==> src/rtl/spi_adc_frame_rx_if.sv <==
// Bundle between the ADC capture stage and its surroundings: the SPI pins plus the sample valid/ready port.
// The DUT takes the slave modport; whatever drives ena/sdata_in and consumes samples takes master.
interface spi_adc_frame_rx_if #(
  parameter int DATA_BITS = 12
);
  logic                 ena;
  logic                 sdata_in;
  logic                 sclk_n;
  logic                 cs_n;
  logic [DATA_BITS-1:0] sample;
  logic                 sample_valid;
  logic                 sample_ready;
  logic                 overrun;
  logic                 clr_ovr;
  logic                 busy;

  modport master (
    output ena, sdata_in, sample_ready, clr_ovr,
    input  sclk_n, cs_n, sample, sample_valid, overrun, busy
  );

  modport slave (
    input  ena, sdata_in, sample_ready, clr_ovr,
    output sclk_n, cs_n, sample, sample_valid, overrun, busy
  );
endinterface

==> src/rtl/spi_adc_frame_rx.sv <==
// SPI master capture for a serial ADC: counter-derived sclk_n, synchronised MSB-first shift-in,
// and sample extraction into a one-entry valid/ready buffer with a sticky overrun flag.
module spi_adc_frame_rx #(
  parameter int CLK_DIV      = 4,
  parameter int FRAME_BITS   = 16,
  parameter int DATA_BITS    = 12,
  parameter int LEAD_BITS    = 4,
  parameter int QUIET_CYCLES = 2,
  parameter int SYNC_STAGES  = 2
) (
  input logic               clk,
  input logic               rst_a,
  spi_adc_frame_rx_if.slave io
);
  localparam int CNT_MAX = (CLK_DIV > QUIET_CYCLES) ? CLK_DIV : QUIET_CYCLES;
  localparam int CW      = $clog2(CNT_MAX + 1);
  localparam int BW      = $clog2(FRAME_BITS + 1);
  // Lead bits fall off the top of this register, so only data + trailing bits are kept.
  localparam int FW      = FRAME_BITS - LEAD_BITS;

  localparam logic [CW-1:0] DIV_LAST   = CW'(CLK_DIV - 1);
  localparam logic [CW-1:0] QUIET_LAST = CW'(QUIET_CYCLES - 1);
  localparam logic [BW-1:0] BIT_LAST   = BW'(FRAME_BITS - 1);

  typedef enum logic [1:0] {IDLE, CS_SETUP, SHIFT, QUIET} state_t;

  state_t                 r_state;
  logic [CW-1:0]          r_cnt;
  logic [BW-1:0]          r_bit;
  logic [SYNC_STAGES-1:0] r_sync;
  logic [FW-1:0]          r_frame;
  logic                   r_cs_n;
  logic                   r_sclk_n;
  logic                   r_busy;
  logic [DATA_BITS-1:0]   r_sample;
  logic                   r_valid;
  logic                   r_ovr;

  logic w_sd;
  logic w_load;
  logic w_xfer;

  assign w_sd   = r_sync[SYNC_STAGES-1];
  assign w_load = (r_state == SHIFT) && r_sclk_n && (r_cnt == DIV_LAST) && (r_bit == BIT_LAST);
  assign w_xfer = r_valid & io.sample_ready;

  always_ff @(posedge clk or posedge rst_a) begin
    if (rst_a) begin
      r_sync <= '0;
    end else begin
      r_sync[0] <= io.sdata_in;
      for (int i = 1; i < SYNC_STAGES; i++) r_sync[i] <= r_sync[i-1];
    end
  end

  // Capture happens on the same edge that drives sclk_n low, a full high half after the device update.
  always_ff @(posedge clk or posedge rst_a) begin
    if (rst_a) begin
      r_state  <= IDLE;
      r_cnt    <= '0;
      r_bit    <= '0;
      r_frame  <= '0;
      r_cs_n   <= 1'b1;
      r_sclk_n <= 1'b1;
      r_busy   <= 1'b0;
    end else begin
      case (r_state)
        IDLE: begin
          if (io.ena) begin
            r_state <= CS_SETUP;
            r_cs_n  <= 1'b0;
            r_busy  <= 1'b1;
            r_cnt   <= '0;
          end
        end
        CS_SETUP: begin
          if (r_cnt == DIV_LAST) begin
            r_state  <= SHIFT;
            r_sclk_n <= 1'b0;
            r_cnt    <= '0;
            r_bit    <= '0;
            r_frame  <= FW'({r_frame, w_sd});
          end else begin
            r_cnt <= r_cnt + CW'(1);
          end
        end
        SHIFT: begin
          if (r_cnt != DIV_LAST) begin
            r_cnt <= r_cnt + CW'(1);
          end else begin
            r_cnt <= '0;
            if (!r_sclk_n) begin
              r_sclk_n <= 1'b1;
            end else if (r_bit == BIT_LAST) begin
              r_state <= QUIET;
              r_cs_n  <= 1'b1;
            end else begin
              r_sclk_n <= 1'b0;
              r_bit    <= r_bit + BW'(1);
              r_frame  <= FW'({r_frame, w_sd});
            end
          end
        end
        QUIET: begin
          if (r_cnt == QUIET_LAST) begin
            r_state <= IDLE;
            r_busy  <= 1'b0;
            r_cnt   <= '0;
          end else begin
            r_cnt <= r_cnt + CW'(1);
          end
        end
      endcase
    end
  end

  // A load coinciding with a transfer is a clean handover; only an unconsumed overwrite flags overrun.
  always_ff @(posedge clk or posedge rst_a) begin
    if (rst_a) begin
      r_sample <= '0;
      r_valid  <= 1'b0;
      r_ovr    <= 1'b0;
    end else begin
      if (w_load) begin
        r_sample <= r_frame[FW-1 -: DATA_BITS];
        r_valid  <= 1'b1;
      end else if (w_xfer) begin
        r_valid <= 1'b0;
      end
      if (w_load && r_valid && !io.sample_ready) r_ovr <= 1'b1;
      else if (io.clr_ovr)                       r_ovr <= 1'b0;
    end
  end

  assign io.cs_n         = r_cs_n;
  assign io.sclk_n       = r_sclk_n;
  assign io.busy         = r_busy;
  assign io.sample       = r_sample;
  assign io.sample_valid = r_valid;
  assign io.overrun      = r_ovr;
endmodule

==> src/flat_wrapper.sv <==
// flat-port wrapper written by rule: the top's interface ports become plain ports
module spi_adc_frame_rx_flat 
#(
  parameter int CLK_DIV      = 4,
  parameter int FRAME_BITS   = 16,
  parameter int DATA_BITS    = 12,
  parameter int LEAD_BITS    = 4,
  parameter int QUIET_CYCLES = 2,
  parameter int SYNC_STAGES  = 2
)
  (clk, rst_a, io_ena, io_sdata_in, io_sample_ready, io_clr_ovr, io_sclk_n, io_cs_n, io_sample, io_sample_valid, io_overrun, io_busy);
  spi_adc_frame_rx_if #(.DATA_BITS(DATA_BITS)) io_i ();
  input logic clk;
  input logic rst_a;
  input wire logic [$bits(io_i.ena)-1:0] io_ena;
  input wire logic [$bits(io_i.sdata_in)-1:0] io_sdata_in;
  input wire logic [$bits(io_i.sample_ready)-1:0] io_sample_ready;
  input wire logic [$bits(io_i.clr_ovr)-1:0] io_clr_ovr;
  output wire logic [$bits(io_i.sclk_n)-1:0] io_sclk_n;
  output wire logic [$bits(io_i.cs_n)-1:0] io_cs_n;
  output wire logic [$bits(io_i.sample)-1:0] io_sample;
  output wire logic [$bits(io_i.sample_valid)-1:0] io_sample_valid;
  output wire logic [$bits(io_i.overrun)-1:0] io_overrun;
  output wire logic [$bits(io_i.busy)-1:0] io_busy;
  assign io_i.ena = io_ena;
  assign io_i.sdata_in = io_sdata_in;
  assign io_i.sample_ready = io_sample_ready;
  assign io_i.clr_ovr = io_clr_ovr;
  assign io_sclk_n = io_i.sclk_n;
  assign io_cs_n = io_i.cs_n;
  assign io_sample = io_i.sample;
  assign io_sample_valid = io_i.sample_valid;
  assign io_overrun = io_i.overrun;
  assign io_busy = io_i.busy;
  spi_adc_frame_rx #(.CLK_DIV(CLK_DIV), .FRAME_BITS(FRAME_BITS), .DATA_BITS(DATA_BITS), .LEAD_BITS(LEAD_BITS), .QUIET_CYCLES(QUIET_CYCLES), .SYNC_STAGES(SYNC_STAGES)) u_core (.clk(clk), .rst_a(rst_a), .io(io_i));
endmodule
==> config.mk <==
export PLATFORM = sky130hd
export DESIGN_NAME = spi_adc_frame_rx_flat
export DESIGN_NICKNAME = d
export VERILOG_FILES = /design/src/rtl/spi_adc_frame_rx_if.sv /design/src/rtl/spi_adc_frame_rx.sv /design/src/flat_wrapper.sv
export SDC_FILE = /design/constraint.sdc
export NUM_CORES = 1
export LEC_CHECK = 0
export BUFFER_PORTS_ARGS = -buffer_cell sky130_fd_sc_hd__buf_2
export CORE_ASPECT_RATIO = 1.4
export CORE_MARGIN = 5
export CORE_UTILIZATION = 25
export DETAILED_ROUTE_END_ITERATION = 7
export PLACE_DENSITY = 0.43
export SYNTH_ARGS = -nofsm -noshare
export SYNTH_HDL_FRONTEND = slang
export SYNTH_SLANG_ARGS = --single-unit
==> constraint.sdc <==
create_clock -name clk -period 3.4 [get_ports clk]
set_clock_uncertainty 0.1 [all_clocks]
set_input_delay 0.34 -clock clk [delete_from_list [all_inputs] [get_ports clk]]
set_output_delay 0.34 -clock clk [all_outputs]
set_load 0.1 [all_outputs]
After elaboration in Yosys (flattened, before gate mapping)
Cells that the tools add are included.
W data, S select, Z words.
{"block": "totals", "ff_bits": 41}
{"block": "op_classes", "n_addsub": 2, "eq_ne": 14, "n_mux": 39, "bitwise_logic": 1, "n_reduce_logical": 17}
{"operator": "$mux W12", "count": 4}
{"operator": "$pmux W12 S2", "count": 1}
{"operator": "$mux W5", "count": 4}
{"operator": "$mux W1", "count": 14}
{"operator": "$mux W2", "count": 6}
{"operator": "$mux W3", "count": 4}
{"operator": "$pmux W3 S4", "count": 1}
{"operator": "$pmux W5 S2", "count": 1}
{"operator": "$reduce_and A5 Y1", "count": 2}
{"operator": "$reduce_bool A2 Y1", "count": 5}
{"operator": "$ne A2 B2 Y1 const B", "count": 4}
{"operator": "$pmux W2 S4", "count": 1}
{"operator": "$ne A2 B1 Y1 const B", "count": 3}
{"operator": "$pmux W1 S2", "count": 3}
{"operator": "$reduce_and A3 Y1", "count": 2}
{"operator": "$reduce_and A6 Y1", "count": 1}
{"operator": "$add A5 B1 Y5 const B", "count": 1}
{"operator": "$eq A5 B4 Y1 const B", "count": 1}
{"operator": "$logic_and A1 B1 Y1", "count": 5}
{"operator": "$eq A2 B2 Y1 const B", "count": 2}
{"operator": "$add A3 B1 Y3 const B", "count": 1}
{"operator": "$eq A3 B1 Y1 const B", "count": 1}
{"operator": "$eq A3 B2 Y1 const B", "count": 1}
{"operator": "$ne A3 B2 Y1 const B", "count": 1}
{"operator": "other kinds (4)", "count": 4}

Longest topological paths before layout
Gate-level depths: netlist of the first run.
{"block": "depth", "depth_word": 7, "mapped_depth": 9}

Least setup slack after synthesis of the first run
OpenSTA, ideal clock, no wires.
{"block": "synth_timing", "path_kind": "reg2reg", "startpoint": "reg u_core.r_bit[0]", "endpoint": "reg u_core.r_frame[0]", "setup_time_ps": 125, "t_arrival_ps": 1947, "t_required_ps": 3175, "path_slack_ps": 1228, "path_stages_with_launch": 9, "synth_period_minus_slack_ps": 2172, "cell_sequence": "dfrtp_1 ha_1 and3_1 ha_1 and2b_1 buf_6 o221ai_4 buf_8 mux2_4"}
{"block": "synth_between", "elab_chain_len": 3}
{"element": "start: declaration", "line": "spi_adc_frame_rx.sv:29", "text": "logic [BW-1:0] r_bit;"}
{"element": "start signal: assignment", "line": "spi_adc_frame_rx.sv:99", "text": "r_bit <= r_bit + BW'(1);"}
{"element": "$eq A5 B4 Y1", "line": "spi_adc_frame_rx.sv:94", "text": "end else if (r_bit == BIT_LAST) begin"}
{"element": "$ne A2 B2 Y1 (no source line)"}
{"element": "$reduce_and A5 Y1 (no source line)"}
{"element": "end signal: assignment", "line": "spi_adc_frame_rx.sv:82", "text": "r_frame <= FW'({r_frame, w_sd});"}
{"element": "end signal: assignment", "line": "spi_adc_frame_rx.sv:100", "text": "r_frame <= FW'({r_frame, w_sd});"}
{"element": "end: declaration", "line": "spi_adc_frame_rx.sv:31", "text": "logic [FW-1:0] r_frame;"}
No other way between the ends.
A chain may end at the register's enable or synchronous reset.

Worst setup path in the final report of the first run
{"block": "layout_timing", "startpoint": "reg u_core.r_bit[0]", "endpoint": "reg u_core.r_frame[9]"}
The elaborated chain is that of the path after synthesis.

==> results.json, run 1 <==
{
  "status": "complete, no violations",
  "power_density_nw_per_um2": 395,
  "rsz0062_at_grt": "no",
  "drt-initial-drc-count": 60,
  "ys_types": 34,
  "placedCellCount": 271,
  "cp-start-kind": "register",
  "yosysSeqAreaShare_pct": 53.1,
  "vdd_ir_drop_max_mv": 0.249,
  "critical_path_depth": 6,
  "synth_area_per_cell_sq_um": 12.8,
  "io_pins": 23,
  "dpl.hpwl_um": 2760,
  "fmax_ghz": 0.408,
  "worst-path-buf-inv": 0,
  "ff2ff_setup_slack_ns": 0.95,
  "r2r_end": "u_core.r_frame[9]",
  "track_usage_pct": 8.52,
  "cp_max_fo": 16,
  "p_sw_share_pct": 19.7,
  "layoutNonFillerInstCount": 278,
  "dieArea_sq_um": 9630,
  "tns_ns": 0,
  "crit_path_cell_trace": "ha_1, and3_1, ha_1, and2b_1, o221ai_4, mux2_2",
  "worstHoldPathType": "in2reg",
  "met3_length_um": 178,
  "dpl_worst_slack_ns": 0.926,
  "grt_pass1_vias": 1317,
  "hold_path_end": "u_core.r_sync[0]",
  "drc": 0,
  "crit_family": "compound AO/OA/AOI/OAI gates",
  "arrival_ns": 2.52,
  "slowest_delay_ns": 0.54,
  "yosysWarnings": 0,
  "p_switching_mw": 0.175,
  "yosys_most_used_dff": "dfrtp_1",
  "grt_first_pass_wirelength_um": 6510,
  "layout_min_cycle_time_ns": 2.45,
  "crit_type": "reg2reg",
  "synth_edf_count": 0,
  "synthCells": 151,
  "clockBufferDepth": 2,
  "drive_gt1_share_pct": 34.3,
  "grt_max_degree": 29,
  "antenna_found_initial": 0,
  "drv_slew": 0,
  "routedWlPerCell_um": 13.5,
  "routed_wl_um": 3750,
  "drv_cap": 0,
  "p_clk_share_pct": 42.0,
  "place.gp.congestion": 0.734,
  "finalPower_mw": 0.889,
  "r2r-start": "u_core.r_bit[0]",
  "start_util_pct": 25.3,
  "hp-start": "io_sdata_in",
  "wl_met1_um": 1620,
  "r2r_cells": 6,
  "ant_nets": 0,
  "viasPerCell": 4.34,
  "syn_to_final_growth_pct": 16.3,
  "hold_path_depth": 1,
  "die_width_um": 84.4,
  "clk-insertion-delay-late_ns": 0.29,
  "wl_met2_um": 1920,
  "ctsHoldBuffers": 0,
  "dr.max_layer_used": "met4",
  "finalHoldViolCount": 0,
  "h-tree-depth": 2,
  "nNetsFinal": 197,
  "crit_top_cell": "ha_1",
  "worst-endpoint-required_ns": 3.47,
  "clkSinkCount": 41,
  "setup_violations": 0,
  "ys_ff_latch": 41,
  "cts_tree": "yes",
  "synthArstFlopShare_pct": 100,
  "vias": 1206,
  "firstDrtPassIters": 3,
  "syn_area_sq_um": 1940,
  "cts.clk_slew.worst_paths_ns": 0.08,
  "fp.coreArea_sq_um": 7650,
  "synth.net_count": 170,
  "endpoint_kind": "register",
  "overflow": 0,
  "portBuffers": 22,
  "cts.repair.resized": 0,
  "worstMarginPinSlew_ns": 1.03,
  "period_share_pct": 72.0,
  "slew_headroom_pct": 31.2,
  "cts_setup_buffers": 0,
  "num_rows": 38,
  "p_leak_nw": 1.17,
  "numCtsBuffers": 5,
  "crit_slowest_cell": "o221ai_4",
  "clock_tree.root_cell": "clkbuf_8",
  "pwr-share-comb_pct": 2.3,
  "p_seq_share_pct": 55.8,
  "layout_setup_ws_ns": 0.951,
  "antenna-diode-count": 0,
  "internal_power_mw": 0.714,
  "die_height_um": 114,
  "final_core_util_pct": 29.4
}
==> cells by family (layout without fill, tap and decap cells) <==
logic type                 after synthesis  in the layout  synth area share (%)
muxes                                   28             28                  17.3
AOI/OAI and AO/OA                       24             24                  8.85
adders and majority gates               13             13                  8.40
and+or+nand+nor                         29             29                  8.01
DFF                                     41             41                  53.1
buffers and inverters                   16             43                  4.33
==> flip-flops by register name, summed over array words and instances (netlist names) <==
name	flops
u_core.r_sync	2
u_core.io.overrun	1
u_core.io.sample	12
u_core.r_state	2
u_core.io.cs_n	1
u_core.r_frame	12
u_core.io.sclk_n	1
u_core.io.sample_valid	1
u_core.io.busy	1
u_core.r_cnt	3
u_core.r_bit	5
==> metrics by stage <==
stage               cell area, sq um  hold WS [ns]
floorplan                       1940         0.231
global placement                2150         0.233
detailed placement              2150         0.242
finish                          2250        0.0566
global route                    2250        0.0378
CTS                             2250        0.0378
==> power groups by stage <==
stage | registers, mW | logic, mW | clock network, mW
floorplan | 0.504 | 0.0128 | 0
global route | 0.497 | 0.0239 | 0.414
CTS | 0.496 | 0.0215 | 0.394
detailed placement | 0.505 | 0.0215 | 0
global placement | 0.505 | 0.0215 | 0
finish | 0.496 | 0.0202 | 0.373
==> worst max path at each step <==
stage / start / to / slack, ns
after floorplan: u_core.r_bit[0] / u_core.r_frame[0] / 1.23
after global placement: u_core.r_bit[0] / u_core.r_frame[6] / 0.96
after detailed placement: u_core.r_bit[0] / u_core.r_frame[9] / 0.93
after CTS: u_core.r_bit[0] / u_core.r_frame[9] / 0.91
after global routing: u_core.r_bit[0] / u_core.r_frame[8] / 0.79
final: u_core.r_bit[0] / u_core.r_frame[9] / 0.95
==> layout make-up <==
class | instances | area [sq um]
well taps | 100 | 125
clock buffers | 5 | 68.8
inverters | 12 | 45.0
flip-flops and latches | 41 | 1030
multi-input cells | 94 | 825
repair buffers | 24 | 125
clock inverters | 2 | 35.0
fillers | 784 | 5400
==> cells in the final DEF, fill, tap and decap left out, types with 2 or more instances in the layout <==
| cell | Yosys | layout |
|---|---|---|
| o31ai_1 | 2 | 2 |
| nor2_1 | 3 | 3 |
| nand3b_1 | 2 | 2 |
| dfstp_2 | 2 | 2 |
| mux2i_1 | 2 | 2 |
| ha_1 | 13 | 13 |
| nand2_1 | 12 | 12 |
| clkbuf_8 | 0 | 5 |
| nor2b_1 | 2 | 2 |
| o21ai_0 | 9 | 9 |
| dfrtp_1 | 39 | 39 |
| mux2_4 | 6 | 6 |
| buf_2 | 1 | 22 |
| inv_1 | 12 | 12 |
| a31oi_1 | 2 | 2 |
| a22o_1 | 3 | 3 |
| mux2_2 | 20 | 20 |
| nand2b_1 | 2 | 2 |
| a21oi_1 | 3 | 3 |
| buf_4 | 1 | 2 |
==> Yosys cell counts, types with 2 or more instances <==
cell type / number / area share (%)
a21oi_1: 3 / 0.77
o31ai_1: 2 / 0.77
nand2_1: 12 / 2.3
dfrtp_1: 39 / 50
dfstp_2: 2 / 2.7
nand2b_1: 2 / 0.65
a22o_1: 3 / 1.4
a31oi_1: 2 / 0.65
mux2_2: 20 / 12
inv_1: 12 / 2.3
ha_1: 13 / 8.4
nor2_1: 3 / 0.58
nor2b_1: 2 / 0.65
nand3b_1: 2 / 0.77
mux2i_1: 2 / 1.0
o21ai_0: 9 / 2.3
mux2_4: 6 / 4.7
==> per-layer routing <==
metal	GRT usage, %	vias to the layer above
li1	-	574
met1	10.1	604
met2	14.2	25
met3	2.88	3
met4	3.27	0
met5	0	-
(Power assumes the default switching activity.)
==> run 2: changes to the inputs <==
Settings changed: PLACE_DENSITY 0.43 to 0.44.
Clock period 3.4 ns to 2 ns, I/O delays scaled along.
==> run 2 against run 1 <==
Net effect: count of clock-buffer cells in the layout is 1 higher; critical endpoint is now u_core.r_frame[2]; sequential cell count stayed put; maximum frequency is 24% higher; combinational power is 85% higher; clock power is 45% higher; critical path depth is 1 higher; non-clock buffer count is 17 higher; worst hold slack worse by 0.038 ns; sequential power is 70% higher; wire length is 1.7% lower.
==> results.json, run 2 (same netlist as run 1, synthesis figures left out) <==
{
  "status": "complete, no violations",
  "cp-start-kind": "register",
  "routed_wl_um": 3680,
  "firstDrtPassIters": 2,
  "h-tree-depth": 2,
  "fillers": 786,
  "finalPower_mw": 1.42,
  "antenna_found_initial": 0,
  "clk-insertion-delay-late_ns": 0.29,
  "final_cell_mix": "39 x dfrtp_1, 22 x buf_2, 15 x buf_4",
  "layout_commonest_cell": "dfrtp_1",
  "track_usage_pct": 8.47,
  "clock_tree.root_cell": "clkbuf_8",
  "cp_max_fo": 7,
  "drv_cap": 0,
  "period_share_pct": 98.7,
  "overflow": 0,
  "cts_tree": "yes",
  "placedCellCount": 284,
  "num_rows": 38,
  "viasPerCell": 4.22,
  "clkSinkCount": 41,
  "slew_headroom_pct": 65.8,
  "arrival_ns": 2.05,
  "die_height_um": 114,
  "nNetsFinal": 214,
  "place.gp.congestion": 0.750,
  "clockBufferDepth": 2,
  "start_util_pct": 25.3,
  "worstHoldPathType": "in2reg",
  "drive_gt1_share_pct": 40.8,
  "grt_pass1_vias": 1398,
  "dpl.hpwl_um": 2680,
  "holdWs_ns": 0.0190,
  "cts.clk_slew.worst_paths_ns": 0.08,
  "fin_area_sq_um": 2430,
  "fmax_ghz": 0.507,
  "drc": 0,
  "layoutNonFillerInstCount": 296,
  "ff2ff_setup_slack_ns": 0.03,
  "routedWlPerCell_um": 12.4,
  "fp.coreArea_sq_um": 7650,
  "crit_type": "reg2reg",
  "drv_slew": 0,
  "io_pins": 23,
  "portBuffers": 22,
  "layout_min_cycle_time_ns": 1.97,
  "setup_violations": 0,
  "hold_path_depth": 2,
  "dieArea_sq_um": 9630,
  "r2r_cells": 7,
  "vdd_ir_drop_max_mv": 0.395,
  "rsz0062_at_grt": "yes",
  "finalHoldViolCount": 0,
  "drt-initial-drc-count": 42,
  "p_leak_nw": 1.27,
  "vias": 1248,
  "worstMarginPinSlew_ns": 0.513,
  "endpoint_kind": "register",
  "antenna-diode-count": 0,
  "die_width_um": 84.4,
  "grt_max_degree": 42,
  "worst-endpoint-required_ns": 2.08,
  "grt_first_pass_wirelength_um": 6660,
  "numCtsBuffers": 5,
  "post_dp_cell_area_sq_um": 2280,
  "syn_to_final_growth_pct": 25.5,
  "power_density_nw_per_um2": 585,
  "ant_nets": 0
}
-- run 2: cell count changes in the layout (fill, tap and decap cells not counted), sizes merged --
cell / change
bufinv: -1
clkinvlp: +2
clkbuf: +1
dlygate4sd3: +3
buf: +14
clkinv: -1
-- run 2: what timing repair did --
| item | CTS | global route |
|---|---|---|
| hold endpoints to repair | 41 | 0 |
| resized for setup | 0 | 9 |
| hold buffers | 3 | 0 |
| buffers inserted | 0 | 1 |
| endpoints found under the setup margin | 0 | 19 |
-- run 2: path summary, 6_finish.rpt --
check | start | endpoint
hold reg to reg | u_core.r_sync[0] | u_core.r_sync[1]
min in group asynchronous | rst_a | u_core.r_bit[0]
hold / removal | io_ena | u_core.io.cs_n
max in group asynchronous | rst_a | u_core.io.cs_n
setup reg to reg | u_core.r_bit[1] | u_core.r_frame[2]
setup / recovery | u_core.r_bit[1] | u_core.r_frame[2]
-- run 2: per-layer routing --
metal  vias up  share of wire (%)  track usage, %
met2        25                 49            14.1
met3         3                4.7            2.74
met5         -                  0               0
li1        610                  -               -
met1       610                 46            10.4
met4         0               0.54            2.85
-- run 2: per-stage QoR --
step / TNS [ns] / utilization (%) / worst slack (ns)
finish: 0 / 31.7 / 0.0265
global route: -0.277 / 31.7 / -0.0457
CTS: 0 / 31.3 / 0.0260
detailed placement: 0 / 29.8 / 0.0365
global placement: 0 / 29.8 / 0.0524
floorplan: -0.665 / - / -0.109
-- run 2: area by class of cell --
type                    instances  area [sq um]  share of cell area [%]
flip-flops and latches         41          1030                    42.3
multi-input cells              94           871                    35.8
repair buffers                 41           273                    11.2
well taps                     100           125                    5.15
clock buffers                   6          72.6                    2.99
inverters                      12          45.0                    1.85
clock inverters                 2          15.0                   0.618
-- run 2: report_power, final --
group / total (mW) / switching (mW) / internal (mW) / leakage (nW)
Combinational: 0.0374 / 0.0197 / 0.0177 / 0.701
Sequential: 0.842 / 0.00586 / 0.836 / 0.527
Clock: 0.542 / 0.296 / 0.246 / 0.0374
-- run 2: critical path: stages, from the launching register on --
cell and delay (ns):
dfrtp_1 0.36, ha_2 0.18, and3_4 0.20, ha_4 0.12
and2b_2 0.23, o221ai_4 0.17, buf_4 0.20, mux2_4 0.30
==> run 3: changes to the inputs <==
Settings changed: GPL_TIMING_DRIVEN from default to 0, MAX_ROUTING_LAYER from default to met4, SKIP_LAST_GASP from default to 1.
==> run 3 against run 2 <==
Net effect: the run now ends with setup timing left; sequential share of layout area decreased by 1.5 points; count of clock-buffer cells in the layout did not move; non-clock buffer count stayed put; critical path depth unchanged; largest power group unchanged; worst hold slack improved by 0.051 ns.
==> results.json, run 3 (same netlist as run 1, synthesis figures left out) <==
{
  "arrival_ns": 2.11,
  "clockBufferDepth": 2,
  "die_height_um": 114,
  "rsz0062_at_grt": "yes",
  "grt_max_degree": 34,
  "dieArea_sq_um": 9630,
  "routedWlPerCell_um": 12.9,
  "track_usage_pct": 8.77,
  "fmax_ghz": 0.493,
  "placedCellCount": 274,
  "grt_pass1_vias": 1364,
  "layout_min_cycle_time_ns": 2.03,
  "antenna-diode-count": 0,
  "routed_wl_um": 3830,
  "setup_violations": 12,
  "p_leak_nw": 1.26,
  "worstMarginPinSlew_ns": 0.495,
  "clkSinkCount": 41,
  "num_rows": 38,
  "worst-endpoint-required_ns": 2.08,
  "cts.clk_slew.worst_paths_ns": 0.08,
  "clock_tree.root_cell": "clkbuf_8",
  "layoutNonFillerInstCount": 296,
  "place.gp.congestion": 0.739,
  "nNetsFinal": 214,
  "vias": 1263,
  "numCtsBuffers": 5,
  "h-tree-depth": 2,
  "fp.coreArea_sq_um": 7650,
  "status": "finished with violations",
  "finalHoldViolCount": 0,
  "fillers": 779,
  "vdd_ir_drop_max_mv": 0.394,
  "viasPerCell": 4.27,
  "start_util_pct": 25.3,
  "violations": "setup timing",
  "drv_cap": 0,
  "portBuffers": 22,
  "dpl.hpwl_um": 2690,
  "worstHoldPathType": "in2reg",
  "power_density_nw_per_um2": 630,
  "crit_type": "reg2reg",
  "drive_gt1_share_pct": 42.9,
  "cp-start-kind": "register",
  "firstDrtPassIters": 4,
  "overflow": 0,
  "layout_commonest_cell": "dfrtp_1",
  "slew_headroom_pct": 67.2,
  "layout_setup_ws_ns": -0.0295,
  "seqCellArea_sq_um": 1030,
  "endpoint_kind": "register",
  "ff2ff_setup_slack_ns": -0.03,
  "die_width_um": 84.4,
  "dpl_worst_slack_ns": -0.298,
  "multi_input_comb_area_sq_um": 903,
  "drv_slew": 0,
  "drt-initial-drc-count": 49,
  "cts_tree": "yes",
  "syn_to_final_growth_pct": 30.0,
  "io_pins": 23,
  "clk-insertion-delay-late_ns": 0.29,
  "period_share_pct": 101,
  "final_cell_mix": "39 x dfrtp_1, 23 x buf_2, 14 x mux2_2",
  "ant_nets": 0,
  "grt_first_pass_wirelength_um": 6670,
  "cp_max_fo": 8,
  "antenna_found_initial": 0,
  "holdWs_ns": 0.0698,
  "final_core_util_pct": 32.9,
  "drc": 0
}
run 3: cell count changes in the layout (fill, tap and decap cells not counted), sizes merged:
cell	delta
buf	-1
bufinv	+1
clkinvlp	-1
dlygate4sd3	+1
run 3: layout make-up:
cell class	instances	area share, %
sequential	41	40.8
multi-input combinational	94	35.9
timing repair buffer	38	10.7
tap	100	4.97
clock buffer	6	3.28
inverter	12	1.79
clock inverter	2	1.49
buffer	3	1.09
run 3: path summary, 6_finish.rpt:
path	from	to	depth (start not counted)
max reg2reg	u_core.r_bit[0]	u_core.r_frame[0]	7
max	u_core.r_bit[0]	u_core.r_frame[0]	7
min in group asynchronous	rst_a	u_core.r_bit[3]	3
min	io_sample_ready	u_core.io.sample_valid	3
min reg2reg	u_core.r_sync[0]	u_core.r_sync[1]	0
max in group asynchronous	rst_a	u_core.r_frame[5]	4
run 3: per-stage QoR:
stage	instance area [sq um]	total power [mW]	TNS (ns)
after floorplan	1960	0.878	-0.665
after global placement	2190	0.892	-2.58
after detailed placement	2210	0.898	-3.00
after CTS	2470	1.63	-1.57
after global routing	2520	1.66	-1.37
final	2520	1.59	-0.229
run 3: per-layer routing:
| layer | vias up | track usage [%] | routed length, um |
|---|---|---|---|
| met5 | - | - | 0 |
| met4 | 0 | 2.85 | 55 |
| met3 | 6 | 1.80 | 127 |
| met2 | 23 | 14.6 | 1860 |
| met1 | 620 | 10.7 | 1780 |
| li1 | 614 | - | - |
run 3: repair_timing:
item / in CTS / in global routing
resized for setup: 9 / 9
endpoints found under the setup margin: 25 / 28
endpoints found under the hold margin: 11 / 0
hold buffers: 4 / 0
pin swaps: 4 / 3
buffers inserted: 8 / 3
run 3: power by group:
group / internal (mW) / switching (mW) / total, mW
Combinational: 0.0217 / 0.0217 / 0.0434
Clock: 0.406 / 0.294 / 0.700
Sequential: 0.836 / 0.00561 / 0.842
Total: 1.26 / 0.322 / 1.59
run 3: worst max-delay path, cell delays in order (launching register included):
cell and delay (ns):
dfrtp_1 0.38, ha_2 0.19, and3_4 0.20, ha_4 0.12, and2b_2 0.24, o221ai_4 0.21
buf_8 0.18, mux2_4 0.30
